## config.mk

```make
export PLATFORM = sky130hd
export DESIGN_NAME = ll_op_sequencer_flat
export DESIGN_NICKNAME = d
export VERILOG_FILES = /design/src/rtl/ll_pkg.sv /design/src/rtl/ll_op_sequencer_if.sv /design/src/rtl/ll_node_pool.sv /design/src/rtl/ll_op_sequencer.sv /design/src/flat_wrapper.sv
export SDC_FILE = /design/constraint.sdc
export NUM_CORES = 1
export LEC_CHECK = 0
export CAP_MARGIN = 20
export CORE_MARGIN = 3
export CORE_UTILIZATION = 30
export CTS_BUF_LIST = sky130_fd_sc_hd__clkbuf_16
export CTS_CLUSTER_DIAMETER = 50
export DETAILED_ROUTE_END_ITERATION = 8
export PLACE_DENSITY_LB_ADDON = 0.2
export SYNTH_ARGS = -nofsm -noshare
export SYNTH_HDL_FRONTEND = slang
export SYNTH_SLANG_ARGS = --single-unit
export TNS_END_PERCENT = 50
```

## constraint.sdc

```tcl
create_clock -name clk -period 2.7 [get_ports clk]
set_clock_uncertainty 0.1 [all_clocks]
set_input_delay 0.54 -clock clk [delete_from_list [all_inputs] [get_ports clk]]
set_output_delay 0.54 -clock clk [all_outputs]
set_load 0.01 [all_outputs]
```

## src/rtl/ll_pkg.sv

```systemverilog
// Shared types and constants for the linked-list op sequencer.
// Contents: opcode and FSM state enums, default pool geometry, pointer type
// for the default geometry, and a NULL-pointer helper usable at any width.
package ll_pkg;

    // Opcode encoding as presented on op_code.
    typedef enum logic [1:0] {
        OP_PUSH  = 2'b00,
        OP_POP   = 2'b01,
        OP_PEEK  = 2'b10,
        OP_CLEAR = 2'b11
    } op_t;

    typedef enum logic [1:0] {
        S_IDLE = 2'b00,
        S_EXEC = 2'b01,
        S_WALK = 2'b10,
        S_DONE = 2'b11
    } state_t;

    localparam int unsigned LL_DATA_W = 8;
    localparam int unsigned LL_DEPTH  = 8;
    localparam int unsigned LL_PTR_W  = $clog2(LL_DEPTH);

    // Node pointer: PTR_W index bits plus a NULL flag in the MSB.
    typedef logic [LL_PTR_W:0] ptr_t;

    localparam ptr_t PTR_NULL = ptr_t'(1 << LL_PTR_W);

    // NULL pointer for an arbitrary index width: only the flag bit set.
    function automatic logic [31:0] null_ptr(input int unsigned ptr_w);
        return 32'(1) << ptr_w;
    endfunction

endpackage

```

## src/rtl/ll_op_sequencer_if.sv

```systemverilog
// Command/response bundle between the pulse-generator stage and the
// linked-list op sequencer.
//   master: drives op_start/op_code/op_data/op_index, observes status
//   slave : the sequencer; drives busy/done/err/rd_data/count/empty/full
interface ll_op_sequencer_if #(
    parameter int unsigned DATA_W = 8,
    parameter int unsigned PTR_W  = 3
);
    logic              op_start;
    logic [1:0]        op_code;
    logic [DATA_W-1:0] op_data;
    logic [PTR_W-1:0]  op_index;

    logic              busy;
    logic              done;
    logic              err;
    logic [DATA_W-1:0] rd_data;
    logic [PTR_W:0]    count;
    logic              empty;
    logic              full;

    modport master (
        output op_start, op_code, op_data, op_index,
        input  busy, done, err, rd_data, count, empty, full
    );

    modport slave (
        input  op_start, op_code, op_data, op_index,
        output busy, done, err, rd_data, count, empty, full
    );
endinterface

```

## src/rtl/ll_node_pool.sv

```systemverilog
// Register-based node pool: payload array and next-pointer array.
// Ports:
//   clk                         clock
//   init                        bulk re-init of next pointers into one free chain
//   data_we/data_waddr/data_wdata  payload write port
//   next_we/next_waddr/next_wdata  next-pointer write port
//   ra_addr -> ra_data, ra_next    async read port A (payload + next)
//   rb_addr -> rb_next             async read port B (next only)
module ll_node_pool
    import ll_pkg::*;
#(
    parameter int unsigned DATA_W = LL_DATA_W,
    parameter int unsigned DEPTH  = LL_DEPTH,
    parameter int unsigned PTR_W  = $clog2(DEPTH)
) (
    input  logic              clk,
    input  logic              init,
    input  logic              data_we,
    input  logic [PTR_W-1:0]  data_waddr,
    input  logic [DATA_W-1:0] data_wdata,
    input  logic              next_we,
    input  logic [PTR_W-1:0]  next_waddr,
    input  logic [PTR_W:0]    next_wdata,
    input  logic [PTR_W-1:0]  ra_addr,
    output logic [DATA_W-1:0] ra_data,
    output logic [PTR_W:0]    ra_next,
    input  logic [PTR_W-1:0]  rb_addr,
    output logic [PTR_W:0]    rb_next
);
    localparam int unsigned NP_W = PTR_W + 1;
    localparam logic [NP_W-1:0] NULL_P = NP_W'(null_ptr(PTR_W));

    logic [DATA_W-1:0] data_mem [DEPTH];
    logic [NP_W-1:0]   next_mem [DEPTH];

    // Payload storage carries no reset; only live nodes are ever read.
    always_ff @(posedge clk) begin
        if (data_we) begin
            data_mem[data_waddr] <= data_wdata;
        end
    end

    // Init threads every node into the free chain 0 -> 1 -> ... -> NULL.
    always_ff @(posedge clk) begin
        if (init) begin
            for (int unsigned i = 0; i < DEPTH; i++) begin
                next_mem[PTR_W'(i)] <= (i == DEPTH - 1) ? NULL_P : NP_W'(i + 1);
            end
        end else if (next_we) begin
            next_mem[next_waddr] <= next_wdata;
        end
    end

    assign ra_data = data_mem[ra_addr];
    assign ra_next = next_mem[ra_addr];
    assign rb_next = next_mem[rb_addr];

endmodule

```

## src/rtl/ll_op_sequencer.sv

```systemverilog
// Single-command linked-list engine: one PUSH/POP/PEEK/CLEAR per op_start
// pulse, on a register-based node pool, finishing with a one-cycle done.
// Ports:
//   clk    clock
//   reset  synchronous active-high reset (also re-initialises the pool)
//   bus    slave side of ll_op_sequencer_if (command in, status/result out)
module ll_op_sequencer
    import ll_pkg::*;
#(
    parameter int unsigned DATA_W = LL_DATA_W,
    parameter int unsigned DEPTH  = LL_DEPTH
) (
    input  logic             clk,
    input  logic             reset,
    ll_op_sequencer_if.slave bus
);
    localparam int unsigned PTR_W = $clog2(DEPTH);
    localparam int unsigned NP_W  = PTR_W + 1;
    localparam logic [NP_W-1:0] NULL_P = NP_W'(null_ptr(PTR_W));

    state_t            state;
    op_t               op_q;
    logic [DATA_W-1:0] data_q;
    logic [PTR_W-1:0]  index_q;
    logic [NP_W-1:0]   head;
    logic [NP_W-1:0]   free_head;
    logic [NP_W-1:0]   count_q;
    logic [PTR_W-1:0]  cur;
    logic [PTR_W-1:0]  rem;
    logic              busy_q;
    logic              done_q;
    logic              err_q;
    logic [DATA_W-1:0] rd_data_q;
    logic              empty_q;
    logic              full_q;

    logic              op_err;
    logic              pool_init;
    logic              data_we;
    logic              next_we;
    logic [PTR_W-1:0]  next_waddr;
    logic [NP_W-1:0]   next_wdata;
    logic [PTR_W-1:0]  ra_addr;
    logic [DATA_W-1:0] pa_data;
    logic [NP_W-1:0]   pa_next;
    logic [NP_W-1:0]   pb_next;

    ll_node_pool #(
        .DATA_W (DATA_W),
        .DEPTH  (DEPTH),
        .PTR_W  (PTR_W)
    ) u_pool (
        .clk        (clk),
        .init       (pool_init),
        .data_we    (data_we),
        .data_waddr (free_head[PTR_W-1:0]),
        .data_wdata (data_q),
        .next_we    (next_we),
        .next_waddr (next_waddr),
        .next_wdata (next_wdata),
        .ra_addr    (ra_addr),
        .ra_data    (pa_data),
        .ra_next    (pa_next),
        .rb_addr    (free_head[PTR_W-1:0]),
        .rb_next    (pb_next)
    );

    // Rejection check for the latched op, evaluated against current status.
    always_comb begin
        op_err = 1'b0;
        case (op_q)
            OP_PUSH: op_err = full_q;
            OP_POP:  op_err = empty_q;
            OP_PEEK: op_err = ({1'b0, index_q} >= count_q);
            default: op_err = 1'b0;
        endcase
    end

    // Pool write strobes; only a successful EXEC touches the pool.
    always_comb begin
        pool_init  = reset;
        data_we    = 1'b0;
        next_we    = 1'b0;
        next_waddr = free_head[PTR_W-1:0];
        next_wdata = head;
        ra_addr    = (state == S_WALK) ? cur : head[PTR_W-1:0];
        if (state == S_EXEC && !op_err) begin
            case (op_q)
                OP_PUSH: begin
                    data_we = 1'b1;
                    next_we = 1'b1;
                end
                OP_POP: begin
                    // Popped node rejoins the front of the free chain.
                    next_we    = 1'b1;
                    next_waddr = head[PTR_W-1:0];
                    next_wdata = free_head;
                end
                OP_CLEAR: pool_init = 1'b1;
                default: ;
            endcase
        end
    end

    // Sequencer FSM, list registers and all registered status outputs.
    always_ff @(posedge clk) begin
        if (reset) begin
            state     <= S_IDLE;
            op_q      <= OP_PUSH;
            data_q    <= '0;
            index_q   <= '0;
            head      <= NULL_P;
            free_head <= '0;
            count_q   <= '0;
            cur       <= '0;
            rem       <= '0;
            busy_q    <= 1'b0;
            done_q    <= 1'b0;
            err_q     <= 1'b0;
            rd_data_q <= '0;
            empty_q   <= 1'b1;
            full_q    <= 1'b0;
        end else begin
            done_q <= 1'b0;
            case (state)
                S_IDLE: begin
                    if (bus.op_start) begin
                        op_q    <= op_t'(bus.op_code);
                        data_q  <= bus.op_data;
                        index_q <= bus.op_index;
                        err_q   <= 1'b0;
                        busy_q  <= 1'b1;
                        state   <= S_EXEC;
                    end
                end
                S_EXEC: begin
                    if (op_err || op_q != OP_PEEK) begin
                        state  <= S_DONE;
                        done_q <= 1'b1;
                    end
                    if (op_err) begin
                        err_q <= 1'b1;
                    end else begin
                        case (op_q)
                            OP_PUSH: begin
                                head      <= free_head;
                                free_head <= pb_next;
                                count_q   <= count_q + NP_W'(1);
                                empty_q   <= 1'b0;
                                full_q    <= (count_q == NP_W'(DEPTH - 1));
                            end
                            OP_POP: begin
                                rd_data_q <= pa_data;
                                head      <= pa_next;
                                free_head <= head;
                                count_q   <= count_q - NP_W'(1);
                                empty_q   <= (count_q == NP_W'(1));
                                full_q    <= 1'b0;
                            end
                            OP_PEEK: begin
                                cur   <= head[PTR_W-1:0];
                                rem   <= index_q;
                                state <= S_WALK;
                            end
                            OP_CLEAR: begin
                                head      <= NULL_P;
                                free_head <= '0;
                                count_q   <= '0;
                                rd_data_q <= '0;
                                empty_q   <= 1'b1;
                                full_q    <= 1'b0;
                            end
                            default: ;
                        endcase
                    end
                end
                S_WALK: begin
                    // One hop per cycle; index was bounds-checked in EXEC.
                    if (rem == '0) begin
                        rd_data_q <= pa_data;
                        done_q    <= 1'b1;
                        state     <= S_DONE;
                    end else begin
                        cur <= pa_next[PTR_W-1:0];
                        rem <= rem - PTR_W'(1);
                    end
                end
                S_DONE: begin
                    busy_q <= 1'b0;
                    state  <= S_IDLE;
                end
                default: begin
                    busy_q <= 1'b0;
                    state  <= S_IDLE;
                end
            endcase
        end
    end

    assign bus.busy    = busy_q;
    assign bus.done    = done_q;
    assign bus.err     = err_q;
    assign bus.rd_data = rd_data_q;
    assign bus.count   = count_q;
    assign bus.empty   = empty_q;
    assign bus.full    = full_q;

endmodule

```

## src/flat_wrapper.sv

```systemverilog
// flat-port wrapper written by rule: the top's interface ports become plain ports
module ll_op_sequencer_flat import ll_pkg::*;
#(
    parameter int unsigned DATA_W = LL_DATA_W,
    parameter int unsigned DEPTH  = LL_DEPTH
)
  (clk, reset, bus_op_start, bus_op_code, bus_op_data, bus_op_index, bus_busy, bus_done, bus_err, bus_rd_data, bus_count, bus_empty, bus_full);
  ll_op_sequencer_if #(.DATA_W(DATA_W), .PTR_W(3)) bus_i ();
  input  logic clk;
  input  logic reset;
  input wire logic [$bits(bus_i.op_start)-1:0] bus_op_start;
  input wire logic [$bits(bus_i.op_code)-1:0] bus_op_code;
  input wire logic [$bits(bus_i.op_data)-1:0] bus_op_data;
  input wire logic [$bits(bus_i.op_index)-1:0] bus_op_index;
  output wire logic [$bits(bus_i.busy)-1:0] bus_busy;
  output wire logic [$bits(bus_i.done)-1:0] bus_done;
  output wire logic [$bits(bus_i.err)-1:0] bus_err;
  output wire logic [$bits(bus_i.rd_data)-1:0] bus_rd_data;
  output wire logic [$bits(bus_i.count)-1:0] bus_count;
  output wire logic [$bits(bus_i.empty)-1:0] bus_empty;
  output wire logic [$bits(bus_i.full)-1:0] bus_full;
  assign bus_i.op_start = bus_op_start;
  assign bus_i.op_code = bus_op_code;
  assign bus_i.op_data = bus_op_data;
  assign bus_i.op_index = bus_op_index;
  assign bus_busy = bus_i.busy;
  assign bus_done = bus_i.done;
  assign bus_err = bus_i.err;
  assign bus_rd_data = bus_i.rd_data;
  assign bus_count = bus_i.count;
  assign bus_empty = bus_i.empty;
  assign bus_full = bus_i.full;
  ll_op_sequencer #(.DATA_W(DATA_W), .DEPTH(DEPTH)) u_core (.clk(clk), .reset(reset), .bus(bus_i));
endmodule
```

Yosys cells after proc, flatten, opt, wreduce, memory -nomap -nowiden
Memory sizes are Yosys's and may differ from the RTL's. A register that Yosys moved wholly into a read port is not among the register bits.
Index checks and enable logic that the tools add are counted.
- register bits: 46
- RAM bits: 96
- bits of input ports: 16
- output and inout port bits: 17
- logic and storage cells: 115
- memories kept: 2
- memory list (memory ; depth ; width ; read ports ; clocked after Yosys merged registers in ; write ports ; line ; RTL):
    u_core.u_pool.data_mem ; 8 ; 8 ; 1 ; 0 ; 1 ; ll_node_pool.sv:33 ; logic [DATA_W-1:0] data_mem [DEPTH];
    u_core.u_pool.next_mem ; 8 ; 4 ; 2 ; 1 ; 8 ; ll_node_pool.sv:34 ; logic [NP_W-1:0] next_mem [DEPTH];
- $add $sub $neg: 3
- magnitude comparators: 1
- equal/unequal tests: 16
- multiplexer cells: 55
- bitwise operators: 1
- reduce and logical (&&, ||, !) cells: 22
- operators with widths (operator ; count):
    2-to-1 mux 3 bit ; 12
    one-hot mux 4 bit (3 select lines) ; 3
    one-hot mux 8 bit (2 select lines) ; 2
    2-to-1 mux 1 bit ; 19
    2-to-1 mux 8 bit ; 2
    2-to-1 mux 4 bit ; 3
    != test 2 bit (second input constant) ; 6
    one-hot mux 3 bit (2 select lines) ; 2
    2-to-1 mux 2 bit ; 5
    AND reduction 3 bit ; 3
    == test 2 bit (second input constant) ; 4
    one-hot mux 1 bit (2 select lines) ; 4
    one-hot mux 2 bit (4 select lines) ; 1
    AND reduction 4 bit ; 2
    nonzero test 2 bit ; 4
    one-hot mux 1 bit (3 select lines) ; 2
    AND reduction 2 bit ; 3
    adder 4 x 1 -> 4 bit (second input constant) ; 1
    == test 2 x 1 -> 1 bit (second input constant) ; 2
    == test 4 x 1 -> 1 bit (second input constant) ; 1
    == test 4 x 3 -> 1 bit (second input constant) ; 1
    greater-or-equal comparator 3 x 4 -> 1 bit ; 1
    logical NOT 2 bit ; 2
    OR reduction 2 bit ; 2
    11 further kinds ; 11

Longest topological paths before layout
Gate-level depths: netlist (run 1).
- depth after elaboration: 10
- depth in mapped cells: 10
- depth with buffers taken out: 8

Modules after synthesis
From an unflattened synthesis (run 1), not the netlist that was laid out.
- cells, all modules: 516
- area, all modules: 6652.6 µm²
- modules (own cells, without submodules) (module ; instances ; cells an instance ; area an instance (µm²)):
    ll_node_pool ; 1 ; 222 ; 4305.4
    ll_op_sequencer ; 1 ; 294 ; 2347.3

Least setup slack after synthesis (run 1)
No wires, ideal clock.
- path kind: reg-to-reg
- from: register u_core.count_q[0] (netlist: u_core.bus.count[0])
- to: register u_core.rem[1]
- setup time: 0.086 ns
- arrival: 2.045 ns
- setup slack: 0.469 ns
- cell stages (with the launch flop): 8
- path buffers: 0
- clock period less this slack: 2.231 ns
- cells stage by stage: dfxtp_1 > ha_1 > nand2b_1 > a211oi_2 > o311ai_1 > a211oi_2 > nor2_1 > a211oi_1
- cells in the longest elaborated chain, start to end: 4
- ends and longest elaborated chain (element ; line ; RTL):
    from (decl) ; ll_op_sequencer.sv:27 ; logic [NP_W-1:0] count_q;
    from (signal assigned) ; ll_op_sequencer.sv:148 ; count_q <= count_q + NP_W'(1);
    from (signal assigned) ; ll_op_sequencer.sv:156 ; count_q <= count_q - NP_W'(1);
    greater-or-equal comparator 3 x 4 -> 1 bit ; ll_op_sequencer.sv:74 ; OP_PEEK: op_err = ({1'b0, index_q} >= count_q);
    one-hot mux 1 bit (3 select lines) ; ll_op_sequencer.sv:71 ; case (op_q)
    != test 2 bit (no source line) ; n/a ;
    AND reduction 4 bit (no source line) ; n/a ;
    to (signal assigned) ; ll_op_sequencer.sv:162 ; rem <= index_q;
    to (signal assigned) ; ll_op_sequencer.sv:185 ; rem <= rem - PTR_W'(1);
    to (decl) ; ll_op_sequencer.sv:29 ; logic [PTR_W-1:0] rem;
No other way between the ends.
A chain may end at the register's enable or synchronous reset.

==> results.toml, run 1 <==
[run_status]
status = "completed"

[die]
die_area_um2 = 22700
pin_count = 33
row_count = 52
die_y_um = 151
fp.coreArea_um2 = 20400
die_w_um = 151
initial_utilization_pct = 30.8

[route]
post-route-drc-count = 0
vias_per_cell = 5.02
drt_iter0_drc = 282
drt_wl_total_mm = 15.6
vias = 4450
final_antenna_net_count = 0
firstDrtPassIters = 5
routedWlPerCell_um = 17.6

[worst_setup_path]
crit_chain = "inv_1, ha_1, and3b_1, mux2_4, nor4_2, nand2b_1"
crit_arrival_ns = 2.53
path_class = "reg2reg"
start_kind = "register"
critPathLaunch = "u_core.state[1]"
r2r-start = "u_core.state[1]"
crit_path_top_delay_cell = "nor4_2"
required_ns = 2.72
path_max_fanout = 6
cpPeakStageDelay_ns = 0.40
critPathCaptureType = "register"

[power_and_ir_drop]
ir_worst_vdd_mv = 0.497
power_density_nw_per_um2 = 1070
leakage_uw = 0.00262
finalPower_uw = 8160

[final_layout]
num-nets-final = 632
area_growth_pct = 21.7
drive_above_1_share_pct = 16.4
antenna-diode-count = 0

[clock_tree]
cts_setup_buffers = 0
cts.repair.resized = 0
cts.sinks = 135
cts_buffers = 17
cts.clk_slew.worst_paths_ns = 0.07
clk_path_buf_depth = 2
cts_tree = "built"
cts_hold_buf = 0
worstSkewPairLatency_ns = 0.43
clk_root_buffer_cell = "clkbuf_16"
htreeDepth = 4

[timing]
worst_pin_slew_ns = 0.809
rsz0062_at_grt = "no"
max-slew-margin-rel_pct = 45.8
finalSetupViolCount = 0
fin_tns_setup_ns = 0
finalCritPeriodShare_pct = 93.0
hold_viol_final = 0
final.min_clock_period_ns = 2.51
slew_violations = 0
clock.fmax_mhz = 398

[synthesis]
ys_seq_elements = 135
netlist_instances = 545
async_flop_share_pct = 0
syn_nets = 573
synth_edf_count = 88
synth_cell_types = 54
post_synth.cell_area_avg_um2 = 11.5
synth_ff_type = "edfxtp_1"
synth.yosys.seq_area_share_pct = 57.0
netlist_area_um2 = 6290
ys_warn_count = 0

[run]
cap_violations = 0

[min_path]
hold_path_startpoint = "u_core.bus.rd_data[3]"
hold_class = "reg2reg"

[global_route]
grt_pass1_wl_mm = 25.0
antenna_found_initial = 0
grt_usage_pct = 14.5
grt_max_degree = 27
grt_pass1_vias = 4483
grt-ovfl-total = 0

[placement]
io_buffers = 32
place.gp.congestion = 0.900
hpwl_mm = 11.2
==> worst max-delay path: cells and delay by family, from the launching register on <==
kind | cells | cell delay [ns]
mux | 1 | 0.38
flops | 1 | 0.35
simple gates | 3 | 1.01
buf+inv | 1 | 0.09
fa+ha+maj | 1 | 0.27
==> metal layers <==
| layer | global-route usage (%) | wire (um) |
|---|---|---|
| met5 | 0 | 0 |
| met4 | 5.58 | 296 |
| met3 | 3.28 | 620 |
| met2 | 22.8 | 7480 |
| met1 | 19.5 | 7180 |
==> flip-flops by register name, summed over array words and instances (netlist names), 4 cells and up, named ones only <==
register                flops
u_core.u_pool.next_mem     24
u_core.bus.count            4
u_core.u_pool.data_mem     64
u_core.data_q               8
u_core.bus.rd_data          8
==> final timing paths <==
kind                                                     end  slack (ns)  cells past startpoint
worst max-delay path            u_core.u_pool.next_mem[6][2]        0.19                      6
worst min-delay path                   u_core.bus.rd_data[3]        0.35                      2
worst max register to register  u_core.u_pool.next_mem[6][2]        0.19                      6
worst min register to register         u_core.bus.rd_data[3]        0.35                      2
==> synthesized netlist by cell type (all sizes together) (2+ instances only) <==
cell type  number  area share [%]
nand2          89             5.3
edfxtp         88              42
dfxtp          47              15
nor2           45             2.8
a21oi          31             2.5
mux2i          22             3.7
o21ai          19             1.5
nor2b          18             1.8
mux4           16             5.7
clkbuf         15            0.90
nand2b         14             1.4
a211oi         13             1.7
inv            13            0.78
nand3          13             1.0
buf            12             1.6
ha             12             2.4
a31oi          10             1.0
a221oi          8             1.3
nor3            8            0.64
and2            5            0.50
and3            5            0.50
mux2            5             1.0
or3             5            0.58
a311oi          4            0.56
o22ai           3            0.30
o311ai          3            0.42
o31a            3            0.42
o32ai           3            0.42
a21o            2            0.24
nor4            2            0.30
==> cell families after synthesis <==
logic type               Yosys count  synth area share (%)
AND/OR/NAND/NOR                  211                  15.9
flip-flops                       135                  57.0
AO/OA/AOI/OAI                    104                  11.0
multiplexers                      43                  10.4
buffers and inverters             40                  3.26
adder cells (fa/ha/maj)           12                  2.39
==> stage by stage <==
stage          utilization (%)  setup slack, ns  cells  hold WS (ns)  cell area [um2]
3_3_place_gp              34.6            0.124    855         0.347             7060
6_report                  37.4            0.190    887         0.352             7650
3_5_place_dp              34.6           0.0932    855         0.344             7060
5_1_grt                   37.4           0.0120    887         0.362             7650
4_1_cts                   37.4            0.197    887         0.354             7650
2_1_floorplan                -            0.469    545         0.348             6290
==> cell usage in the layout, fill, tap and decap left out, types with 2 or more instances in the layout <==
cell	Yosys	final
nand2_1	89	89
edfxtp_1	88	88
dfxtp_1	47	47
nor2_1	43	42
buf_4	0	34
clkdlybuf4s50_1	0	32
a21oi_1	31	31
mux2i_1	21	21
nor2b_1	18	18
clkbuf_16	0	17
mux4_2	16	16
nand2b_1	14	14
o21ai_0	13	13
nand3_1	13	13
inv_1	12	12
ha_1	12	12
a211oi_1	11	11
a31oi_1	10	10
nor3_1	8	8
inv_8	0	7
o21ai_1	6	6
a221oi_1	6	6
and2_1	5	5
and3_1	5	5
or3_1	4	4
a311oi_1	4	4
mux2_2	3	3
nor2_2	2	3
o22ai_1	3	3
o32ai_1	3	3
o31a_1	3	3
mux2_4	2	2
a21o_1	2	2
o311ai_1	2	2
a221oi_2	2	2
a211oi_2	2	2
inv_6	0	2
clkinvlp_4	0	2
clkinv_8	0	2
==> where the power goes <==
| part | leakage, uW | switching, uW | internal (uW) |
|---|---|---|---|
| clock | 0.000283 | 1030 | 1240 |
| combinational | 0.00115 | 1640 | 1330 |
| sequential | 0.00119 | 352 | 2570 |
==> final cells by class <==
type	count	area [um2]
multi-input combinational	370	2500
tap	270	338
sequential	135	3580
inverter	13	48.8
timing repair buffer	67	596
clock inverter	15	158
clock buffer	17	425
fill	2018	12800
No activity file was read; power rests on OpenSTA's default activity.
==> inputs of run 2 (changes only) <==
--- a/config.mk
+++ b/config.mk
@@ -10,6 +10,7 @@
 export CORE_UTILIZATION = 30
 export CTS_BUF_LIST = sky130_fd_sc_hd__clkbuf_16
 export CTS_CLUSTER_DIAMETER = 50
+export CTS_CLUSTER_SIZE = 12
 export DETAILED_ROUTE_END_ITERATION = 8
 export PLACE_DENSITY_LB_ADDON = 0.2
 export SYNTH_ARGS = -nofsm -noshare
==> results of run 2 <==
The final DEF is identical to that of run 1; final timing and power are the same.
